--- src/rtl/datapath_seq.sv ---
// datapath_seq: microsequencer for Datapath that takes each instruction through fetch, decode, execute, write-back and register write
//
// Ports:
//   iClk, iRst        clock and synchronous active-high reset
//   iRun              start/continue; sampled only in IDLE and WRITE
//   iStep             single-step pulse (only with DATAPATH_SEQ_STEP_EN)
//   iMemData/iMemRdy  instruction word and its valid strobe
//   oMemRd            instruction read request (FETCH)
//   oIR               instruction register
//   oBusy/oHalt/oErr  status
//   oPC_* .. oImm32   Datapath control, one-to-one with Datapath inputs
//
// Optional feature macro: DATAPATH_SEQ_STEP_EN (adds iStep, WRITE always returns to IDLE)
module datapath_seq (
    input  logic        iClk,
    input  logic        iRst,
    input  logic        iRun,
`ifdef DATAPATH_SEQ_STEP_EN
    input  logic        iStep,
`endif
    input  logic [31:0] iMemData,
    input  logic        iMemRdy,
    output logic        oMemRd,
    output logic [31:0] oIR,
    output logic        oBusy,
    output logic        oHalt,
    output logic        oErr,
    output logic        oPC_nRst,
    output logic        oPC_en,
    output logic        oRF_Write,
    output logic [3:0]  oRF_AddrA,
    output logic [3:0]  oRF_AddrB,
    output logic [3:0]  oRF_AddrC,
    output logic        oRWB_en,
    output logic [3:0]  oALU_Ctrl,
    output logic        oRA_en,
    output logic        oRB_en,
    output logic        oRZH_en,
    output logic        oRZL_en,
    output logic        oMUX_BIS,
    output logic        oMUX_RZHS,
    output logic        oMUX_WBM,
    output logic        oMUX_MAP,
    output logic [31:0] oImm32
);
    localparam logic [4:0] OP_ADD  = 5'd0;
    localparam logic [4:0] OP_SUB  = 5'd1;
    localparam logic [4:0] OP_AND  = 5'd2;
    localparam logic [4:0] OP_OR   = 5'd3;
    localparam logic [4:0] OP_SHL  = 5'd4;
    localparam logic [4:0] OP_SHR  = 5'd5;
    localparam logic [4:0] OP_ROL  = 5'd6;
    localparam logic [4:0] OP_ROR  = 5'd7;
    localparam logic [4:0] OP_ADDI = 5'd8;
    localparam logic [4:0] OP_ANDI = 5'd9;
    localparam logic [4:0] OP_ORI  = 5'd10;
    localparam logic [4:0] OP_NEG  = 5'd11;
    localparam logic [4:0] OP_NOT  = 5'd12;
    localparam logic [4:0] OP_NOP  = 5'd13;
    localparam logic [4:0] OP_HALT = 5'd14;

    localparam logic [3:0] CTRL_ALU_ADD = 4'd0;
    localparam logic [3:0] CTRL_ALU_SUB = 4'd1;
    localparam logic [3:0] CTRL_ALU_AND = 4'd2;
    localparam logic [3:0] CTRL_ALU_OR  = 4'd3;
    localparam logic [3:0] CTRL_ALU_SHL = 4'd4;
    localparam logic [3:0] CTRL_ALU_SHR = 4'd5;
    localparam logic [3:0] CTRL_ALU_ROL = 4'd6;
    localparam logic [3:0] CTRL_ALU_ROR = 4'd7;
    localparam logic [3:0] CTRL_ALU_NEG = 4'd8;
    localparam logic [3:0] CTRL_ALU_NOT = 4'd9;

    typedef enum logic [2:0] {IDLE, FETCH, DECODE, EXEC, WB, WRITE, HALT} state_t;

    state_t      state_q, state_d;
    logic [31:0] ir_q, ir_d;
    logic        pc_nrst_q;
    logic [4:0]  op;
    logic [3:0]  ra, rb, rc;
    logic        is_r, is_i, is_u, is_alu, accept, start;
    logic [3:0]  alu_ctrl;

    assign op     = ir_q[31:27];
    assign ra     = ir_q[26:23];
    assign rb     = ir_q[22:19];
    assign rc     = ir_q[18:15];
    assign is_r   = op <= OP_ROR;
    assign is_i   = op == OP_ADDI || op == OP_ANDI || op == OP_ORI;
    assign is_u   = op == OP_NEG || op == OP_NOT;
    assign is_alu = is_r || is_i || is_u;
    assign accept = state_q == FETCH && iMemRdy;

`ifdef DATAPATH_SEQ_STEP_EN
    assign start = iRun || iStep;
`else
    assign start = iRun;
`endif

    always_comb begin
        alu_ctrl = CTRL_ALU_ADD;
        case (op)
            OP_ADD, OP_ADDI: alu_ctrl = CTRL_ALU_ADD;
            OP_SUB:          alu_ctrl = CTRL_ALU_SUB;
            OP_AND, OP_ANDI: alu_ctrl = CTRL_ALU_AND;
            OP_OR, OP_ORI:   alu_ctrl = CTRL_ALU_OR;
            OP_SHL:          alu_ctrl = CTRL_ALU_SHL;
            OP_SHR:          alu_ctrl = CTRL_ALU_SHR;
            OP_ROL:          alu_ctrl = CTRL_ALU_ROL;
            OP_ROR:          alu_ctrl = CTRL_ALU_ROR;
            OP_NEG:          alu_ctrl = CTRL_ALU_NEG;
            OP_NOT:          alu_ctrl = CTRL_ALU_NOT;
            default:         alu_ctrl = CTRL_ALU_ADD;
        endcase
    end

    always_comb begin
        state_d = state_q;
        ir_d    = accept ? iMemData : ir_q;
        case (state_q)
            IDLE:   state_d = start ? FETCH : IDLE;
            FETCH:  state_d = iMemRdy ? DECODE : FETCH;
            DECODE: state_d = is_alu ? EXEC : (op == OP_NOP ? FETCH : HALT);
            EXEC:   state_d = WB;
            WB:     state_d = WRITE;
`ifdef DATAPATH_SEQ_STEP_EN
            WRITE:  state_d = IDLE;
`else
            WRITE:  state_d = iRun ? FETCH : IDLE;
`endif
            HALT:   state_d = HALT;
            default: state_d = IDLE;
        endcase
    end

    always_ff @(posedge iClk) begin
        if (iRst) begin
            state_q   <= IDLE;
            ir_q      <= '0;
            pc_nrst_q <= 1'b0;
        end else begin
            state_q   <= state_d;
            ir_q      <= ir_d;
            pc_nrst_q <= 1'b1;
        end
    end

    // Halt and error share the HALT state; the latched opcode tells them apart.
    assign oMemRd    = state_q == FETCH;
    assign oMUX_MAP  = state_q == FETCH;
    assign oPC_en    = accept;
    assign oIR       = ir_q;
    assign oBusy     = state_q != IDLE && state_q != HALT;
    assign oHalt     = state_q == HALT && op == OP_HALT;
    assign oErr      = state_q == HALT && op != OP_HALT;
    assign oPC_nRst  = pc_nrst_q;
    assign oRF_AddrA = state_q == DECODE ? rb : 4'd0;
    assign oRA_en    = state_q == DECODE;
    assign oRF_AddrB = state_q == DECODE && is_r ? rc : 4'd0;
    assign oRB_en    = state_q == DECODE && is_r;
    assign oALU_Ctrl = state_q == EXEC || state_q == WB ? alu_ctrl : 4'd0;
    assign oRZH_en   = state_q == EXEC;
    assign oRZL_en   = state_q == EXEC;
    assign oMUX_BIS  = state_q == EXEC && is_i;
    assign oMUX_RZHS = 1'b0;
    assign oMUX_WBM  = 1'b0;
    assign oRWB_en   = state_q == WB;
    assign oRF_AddrC = state_q == WRITE ? ra : 4'd0;
    assign oRF_Write = state_q == WRITE;
    assign oImm32    = {{13{ir_q[18]}}, ir_q[18:0]};
endmodule

--- config.mk ---
export PLATFORM = sky130hd
export DESIGN_NAME = datapath_seq
export DESIGN_NICKNAME = d
export VERILOG_FILES = /design/src/rtl/datapath_seq.sv
export SDC_FILE = /design/constraint.sdc
export NUM_CORES = 1
export LEC_CHECK = 0
export ABC_CLOCK_PERIOD_IN_PS = 1750
export CAP_MARGIN = 20
export CORE_AREA = 2 2 82 84
export DETAILED_ROUTE_END_ITERATION = 16
export DIE_AREA = 0 0 84 86
export PLACE_DENSITY = 0.75
export SYNTH_ARGS = -nofsm -noshare
export SYNTH_HDL_FRONTEND = slang
export SYNTH_SLANG_ARGS = --single-unit
--- constraint.sdc ---
create_clock -name iClk -period 1.75 [get_ports iClk]
set_input_delay 0.4375 -clock iClk [delete_from_list [all_inputs] [get_ports iClk]]
set_output_delay 0.4375 -clock iClk [all_outputs]
set_load 0.01 [all_outputs]
==> results.sh, run 1 <==
export IMPL_yosys_top_cells_area="dfxtp_1, buf_4, nand2_1"
export IMPL_vias=2139
export IMPL_status="complete, but fails checks"
export IMPL_vdd_drop_max_v=0.000444
export IMPL_drive_gt1_share_pct=33.6
export IMPL_syn_to_final_growth_pct=90.8
export IMPL_grtUsageTotal_pct=16.4
export IMPL_rsz0062_at_grt="true"
export IMPL_numCtsBuffers=5
export IMPL_ctsHtreeMaxLevel=2
export IMPL_fin_cells=473
export IMPL_crit_arrival_ns=1.56
export IMPL_grt_pass1_wl_mm=9.58
export IMPL_ys_seq_elements=40
export IMPL_n_fill_cell=547
export IMPL_floorplan_initialDensity_pct=32.3
export IMPL_synth_area_per_cell_um2=7.94
export IMPL_syn_area_mm2=0.00203
export IMPL_yosysMostFrequentCell="nand2_1"
export IMPL_cts_hold_buf=0
export IMPL_synth_top_cell_area_share_pct=39.5
export IMPL_yosysUniqueCellTypes=34
export IMPL_path_clk_slew_ns=0.07
export IMPL_die_area_mm2=0.00722
export IMPL_required_ns=1.31
export IMPL_boundaryPins=132
export IMPL_wl_met1_mm=2.63
export IMPL_first_iter_violations=46
export IMPL_routed_top_layer="met4"
export IMPL_whs_ns=0.466
export IMPL_insertion_delay_ns=0.29
export IMPL_ys_warn_count=0
export IMPL_dr_wl_met3_um=410
export IMPL_antenna_found_initial=0
export IMPL_ys_top_cells_by_count="nand2_1, dfxtp_1, buf_4"
export IMPL_critPathMaxFanout=7
export IMPL_route_met2_wl_mm=3.34
export IMPL_final_setup_viol_count=26
export IMPL_drc_errors=0
export IMPL_cts_root_buf="clkbuf_8"
export IMPL_tns_ns=-2.49
export IMPL_grt_pass1_vias=2043
export IMPL_grt_ovfl_total=0
export IMPL_p_per_area_mw_per_mm2=650
export IMPL_async_reset_ff_share_pct=0
export IMPL_port_buffers=129
export IMPL_seq_area_frac_synth_pct=39.5
export IMPL_drt_wirelength_per_cell_um=13.5
export IMPL_slew_violations=0
export IMPL_finClkSkew_ns=0.00752
export IMPL_clk_path_buf_depth=2
export IMPL_gp_congestion=0.742
export IMPL_grt_max_degree=30
export IMPL_p_leak_nw=1.65
export IMPL_cap_violations=0
export IMPL_synth_flop_cell="dfxtp_1"
export IMPL_die_x_um=84
export IMPL_first_pass_iters=4
export IMPL_fin_ws_ns=-0.248
export IMPL_failed_checks="negative setup slack"
export IMPL_dp_cells=441
export IMPL_critical_path_class="register to output port"
export IMPL_fin_crit_ns=2.00
export IMPL_postRouteAntennaNets=0
export IMPL_start_kind="register"
export IMPL_fmax_ghz=0.500
export IMPL_cts_tree="built"
export IMPL_syn_inst=255
export IMPL_die_h_um=86
export IMPL_core_mm2=0.00628
export IMPL_row_count=29
export IMPL_synth_top_area_cell="dfxtp_1"
export IMPL_cts_sinks=40
export IMPL_hpwl_mm=4.31
export IMPL_cp_end_kind="output port"
export IMPL_hold_class="register to register"
export IMPL_period_share_pct=114
export IMPL_routed_wl_mm=6.39
export IMPL_antenna_cells=0
export IMPL_synth_edf_count=0
export IMPL_report_final_hold_viol_count=0
export IMPL_nNetsFinal=434
export IMPL_dp_slack_ns=-0.558
export IMPL_post_drt_via_cell_ratio=4.52
[layout make-up]
type | count | area (um2) | area share, %
repair buffers | 183 | 1750 | 45.4
well taps | 77 | 96.3 | 2.49
inverters | 7 | 31.3 | 0.809
clock inverters | 2 | 35.0 | 0.906
clock buffers | 6 | 72.6 | 1.88
flip-flops and latches | 40 | 817 | 21.1
multi-input cells | 158 | 1060 | 27.4
[metrics by stage]
step | cell area (um2) | total power, mW | util [%]
after floorplan | 2040 | 1.33 | -
after global placement | 3320 | 1.64 | 52.8
after detailed placement | 3320 | 1.65 | 52.8
after CTS | 3630 | 2.46 | 57.9
after global routing | 3860 | 2.63 | 61.6
final | 3860 | 2.51 | 61.6
[worst max-delay path, stage by stage (launching register included)]
cell	delay, ns
dfxtp_2	0.32
buf_6	0.13
nor3b_4	0.22
a21oi_2	0.06
nor2_2	0.12
buf_4	0.13
buf_6	0.08
and2_4	0.13
buf_6	0.09
[cell usage in the layout (no fill, tap or decap), types with 3 or more instances in the layout]
cell type / count
clkdlybuf4s50_1: 79
nand2_1: 60
buf_4: 37
dfxtp_1: 33
a21oi_1: 31
buf_6: 28
dlygate4sd2_1: 21
and2_4: 11
buf_2: 9
nor2_1: 6
and2_1: 6
clkbuf_8: 5
dfxtp_2: 4
clkdlybuf4s15_2: 4
inv_1: 3
mux2i_4: 3
inv_2: 3
dfxtp_4: 3
[report_power, final]
group          total (mW)  internal [mW]  switching, mW  leakage (nW)
combinational       0.762          0.444          0.318          1.27
clock               0.741          0.423          0.318        0.0552
sequential           1.01          0.963         0.0448         0.329
[flip-flops by register name, indices dropped and copies added (netlist names), named ones only]
signal,cells
oPC_nRst,1
state_q,3
oIR,32
[worst paths after layout]
path / start / end / slack (ns) / cells past startpoint
worst max-delay path: state_q[0] / oALU_Ctrl[0] / -0.25 / 8
worst max register to register: state_q[0] / register / -0.07 / 11
worst min register to register: oIR[22] / oIR[22] / 0.47 / 2
worst min-delay path: oIR[22] / oIR[22] / 0.47 / 2
[what timing repair did]
action / in CTS / in global routing
pin swaps: 19 / 10
hold endpoints to repair: 0 / 0
setup endpoints to repair: 53 / 33
gates cloned: 0 / 2
gates resized for setup: 181 / 37
setup buffers: 18 / 8
[metal layers]
metal / vias to the layer above / global-route usage [%]
li1: 1062 / -
met1: 991 / 18.0
met2: 84 / 31.6
met3: 2 / 5.00
met4: 0 / 2.49
met5: - / 0
[cells by family (layout without fill, tap and decap cells)]
group	count (synthesis)	in the layout	synth area share [%]
AO/OA/AOI/OAI	41	41	11.8
XOR/XNOR	1	1	0.432
adder cells (fa/ha/maj)	3	3	1.85
buffers and inverters	58	198	18.2
flip-flops	40	40	39.5
multiplexers	4	4	3.21
other	1	2	0.185
AND/OR/NAND/NOR	107	107	24.8
No activity file was read; power rests on OpenSTA's default activity.
==> run 2, diff against run 1 <==
ABC_CLOCK_PERIOD_IN_PS = 2000   (was 1750)
CORE_AREA = 2 2 79 81   (was 2 2 82 84)
DIE_AREA = 0 0 81 83   (was 0 0 84 86)
PLACE_DENSITY = 0.78   (was 0.75)
clock period = 2 ns   (was 1.75 ns; I/O delays follow)
==> results.sh, run 2 (same netlist as run 1, synthesis figures left out) <==
export IMPL_critPathMaxFanout=5
export IMPL_setup_worst_path_start="state_q[0]"
export IMPL_grt_ovfl_total=0
export IMPL_post_drt_via_cell_ratio=4.52
export IMPL_numCtsBuffers=5
export IMPL_required_ns=1.50
export IMPL_first_pass_iters=4
export IMPL_fmax_ghz=0.497
export IMPL_p_sw_mw=0.556
export IMPL_p_leak_nw=1.44
export IMPL_grt_pass1_vias=1932
export IMPL_path_clk_slew_ns=0.07
export IMPL_cts_sinks=40
export IMPL_layout_commonest_cell="clkdlybuf4s50_1"
export IMPL_fin_total_pwr_mw=2.02
export IMPL_fin_ws_ns=-0.0102
export IMPL_failed_checks="negative setup slack"
export IMPL_cts_root_buf="clkbuf_8"
export IMPL_vias=2060
export IMPL_whs_ns=0.473
export IMPL_cp_end_kind="output port"
export IMPL_ctsHtreeMaxLevel=2
export IMPL_cap_violations=0
export IMPL_fin_cells=456
export IMPL_multi_input_area_um2=985
export IMPL_floorplan_initialDensity_pct=34.8
export IMPL_hpwl_mm=4.52
export IMPL_r2r_start="state_q[2]"
export IMPL_drive_gt1_share_pct=24.7
export IMPL_antenna_found_initial=0
export IMPL_regArea_um2=811
export IMPL_postRouteAntennaNets=0
export IMPL_period_share_pct=101
export IMPL_report_final_hold_viol_count=0
export IMPL_grtUsageTotal_pct=16.8
export IMPL_drt_wirelength_per_cell_um=13.1
export IMPL_mostFrequentLayoutCells="clkdlybuf4s50_1, nand2_1, buf_4"
export IMPL_start_kind="register"
export IMPL_grt_pass1_wl_mm=8.98
export IMPL_tns_ns=-0.0246
export IMPL_power_internal_mw=1.46
export IMPL_die_h_um=83
export IMPL_boundaryPins=132
export IMPL_final_setup_viol_count=4
export IMPL_first_iter_violations=34
export IMPL_holdCritStartpoint="oIR[22]"
export IMPL_critical_path_class="register to output port"
export IMPL_cts_tree="built"
export IMPL_power_frac_clock_pct=27.2
export IMPL_hold_class="register to register"
export IMPL_share_comb_of_total_power_pct=28.9
export IMPL_largest_reg_flops=32
export IMPL_crit_arrival_ns=1.51
export IMPL_core_mm2=0.00582
export IMPL_r2r_worst_path_cells=10
export IMPL_cts_hold_buf=0
export IMPL_dp_cells=443
export IMPL_rsz0062_at_grt="true"
export IMPL_r2r_setup_slack_ns=0.03
export IMPL_antenna_cells=0
export IMPL_row_count=28
export IMPL_power_frac_seq_pct=43.9
export IMPL_die_x_um=81
export IMPL_drc_errors=0
export IMPL_port_buffers=129
export IMPL_clk_path_buf_depth=2
export IMPL_grt_max_degree=21
export IMPL_finClkSkew_ns=0.00317
export IMPL_die_area_mm2=0.00672
export IMPL_p_per_area_mw_per_mm2=571
export IMPL_switching_share_pct=27.6
export IMPL_gp_congestion=0.845
export IMPL_hold_end="oIR[22]"
export IMPL_n_fill_cell=533
export IMPL_nNetsFinal=419
export IMPL_syn_to_final_growth_pct=74.5
export IMPL_fin_crit_ns=2.01
export IMPL_slew_violations=0
export IMPL_whs_path_depth=2
export IMPL_vdd_drop_max_v=0.000314
export IMPL_insertion_delay_ns=0.29
export IMPL_status="complete, but fails checks"
export IMPL_routed_wl_mm=5.96
==> run 2: changes by cell type in the layout (fill, tap and decap cells not counted), moves of 3 or more <==
cell             delta
buf_6              -20
clkbuf_2            +5
dlygate4sd2_1      -13
and2_4              -8
and2_1              +8
clkdlybuf4s50_1    +20
inv_1               +3
==> run 2: what timing repair did <==
item | in CTS | in global routing
setup endpoints to repair | 31 | 35
resized for setup | 93 | 33
pin swaps | 3 | 5
buffers inserted | 3 | 3
==> run 2: stage by stage <==
step | setup WS, ns | utilization [%] | cell area [um2]
2_1_floorplan | 0.118 | - | 2030
4_1_cts | -0.139 | 59.5 | 3460
3_3_place_gp | -0.313 | 57.3 | 3330
5_1_grt | -0.0993 | 60.8 | 3530
6_report | -0.0102 | 60.8 | 3530
3_5_place_dp | -0.375 | 57.3 | 3330
==> run 2: how the worst max path moves through the flow <==
stage | to | slack, ns
2_1_floorplan | oMUX_BIS | 0.12
3_3_place_gp | oMUX_BIS | -0.31
3_5_place_dp | register | -0.38
4_1_cts | oMUX_BIS | -0.14
5_1_grt | oHalt | -0.1
6_report | oRF_AddrB[0] | -0.01
==> run 2: worst max-delay path: stages, from the launching register on <==
cell,delay (ns)
dfxtp_2,0.34
buf_6,0.12
nand2b_4,0.15
nor4_4,0.13
buf_4,0.17
buf_6,0.09
and2_4,0.13
buf_6,0.09
==> run 2: routing by layer <==
layer  wire (um)  part of all wire (%)  track usage [%]
met5           0                     0                0
met4          35                  0.59             2.77
met3         462                   7.7             5.43
met2        2970                    50             29.8
met1        2490                    42             19.6
==> run 2: power by group through the flow <==
stage          registers (mW)  clock network (mW)  logic (mW)
6_report                0.887               0.548       0.583
5_1_grt                 0.894               0.614       0.629
4_1_cts                 0.885               0.567       0.564
3_5_place_dp            0.897                   0       0.553
3_3_place_gp            0.894                   0       0.544
2_1_floorplan           0.909                   0       0.251
==> run 2: layout make-up <==
| type | count | area share (%) |
|---|---|---|
| Clock buffer | 8 | 2.55 |
| Inverter | 7 | 0.743 |
| Multi-Input combinational cell | 158 | 27.9 |
| Sequential cell | 40 | 22.9 |
| Tap cell | 75 | 2.65 |
| Timing Repair Buffer | 168 | 43.3 |
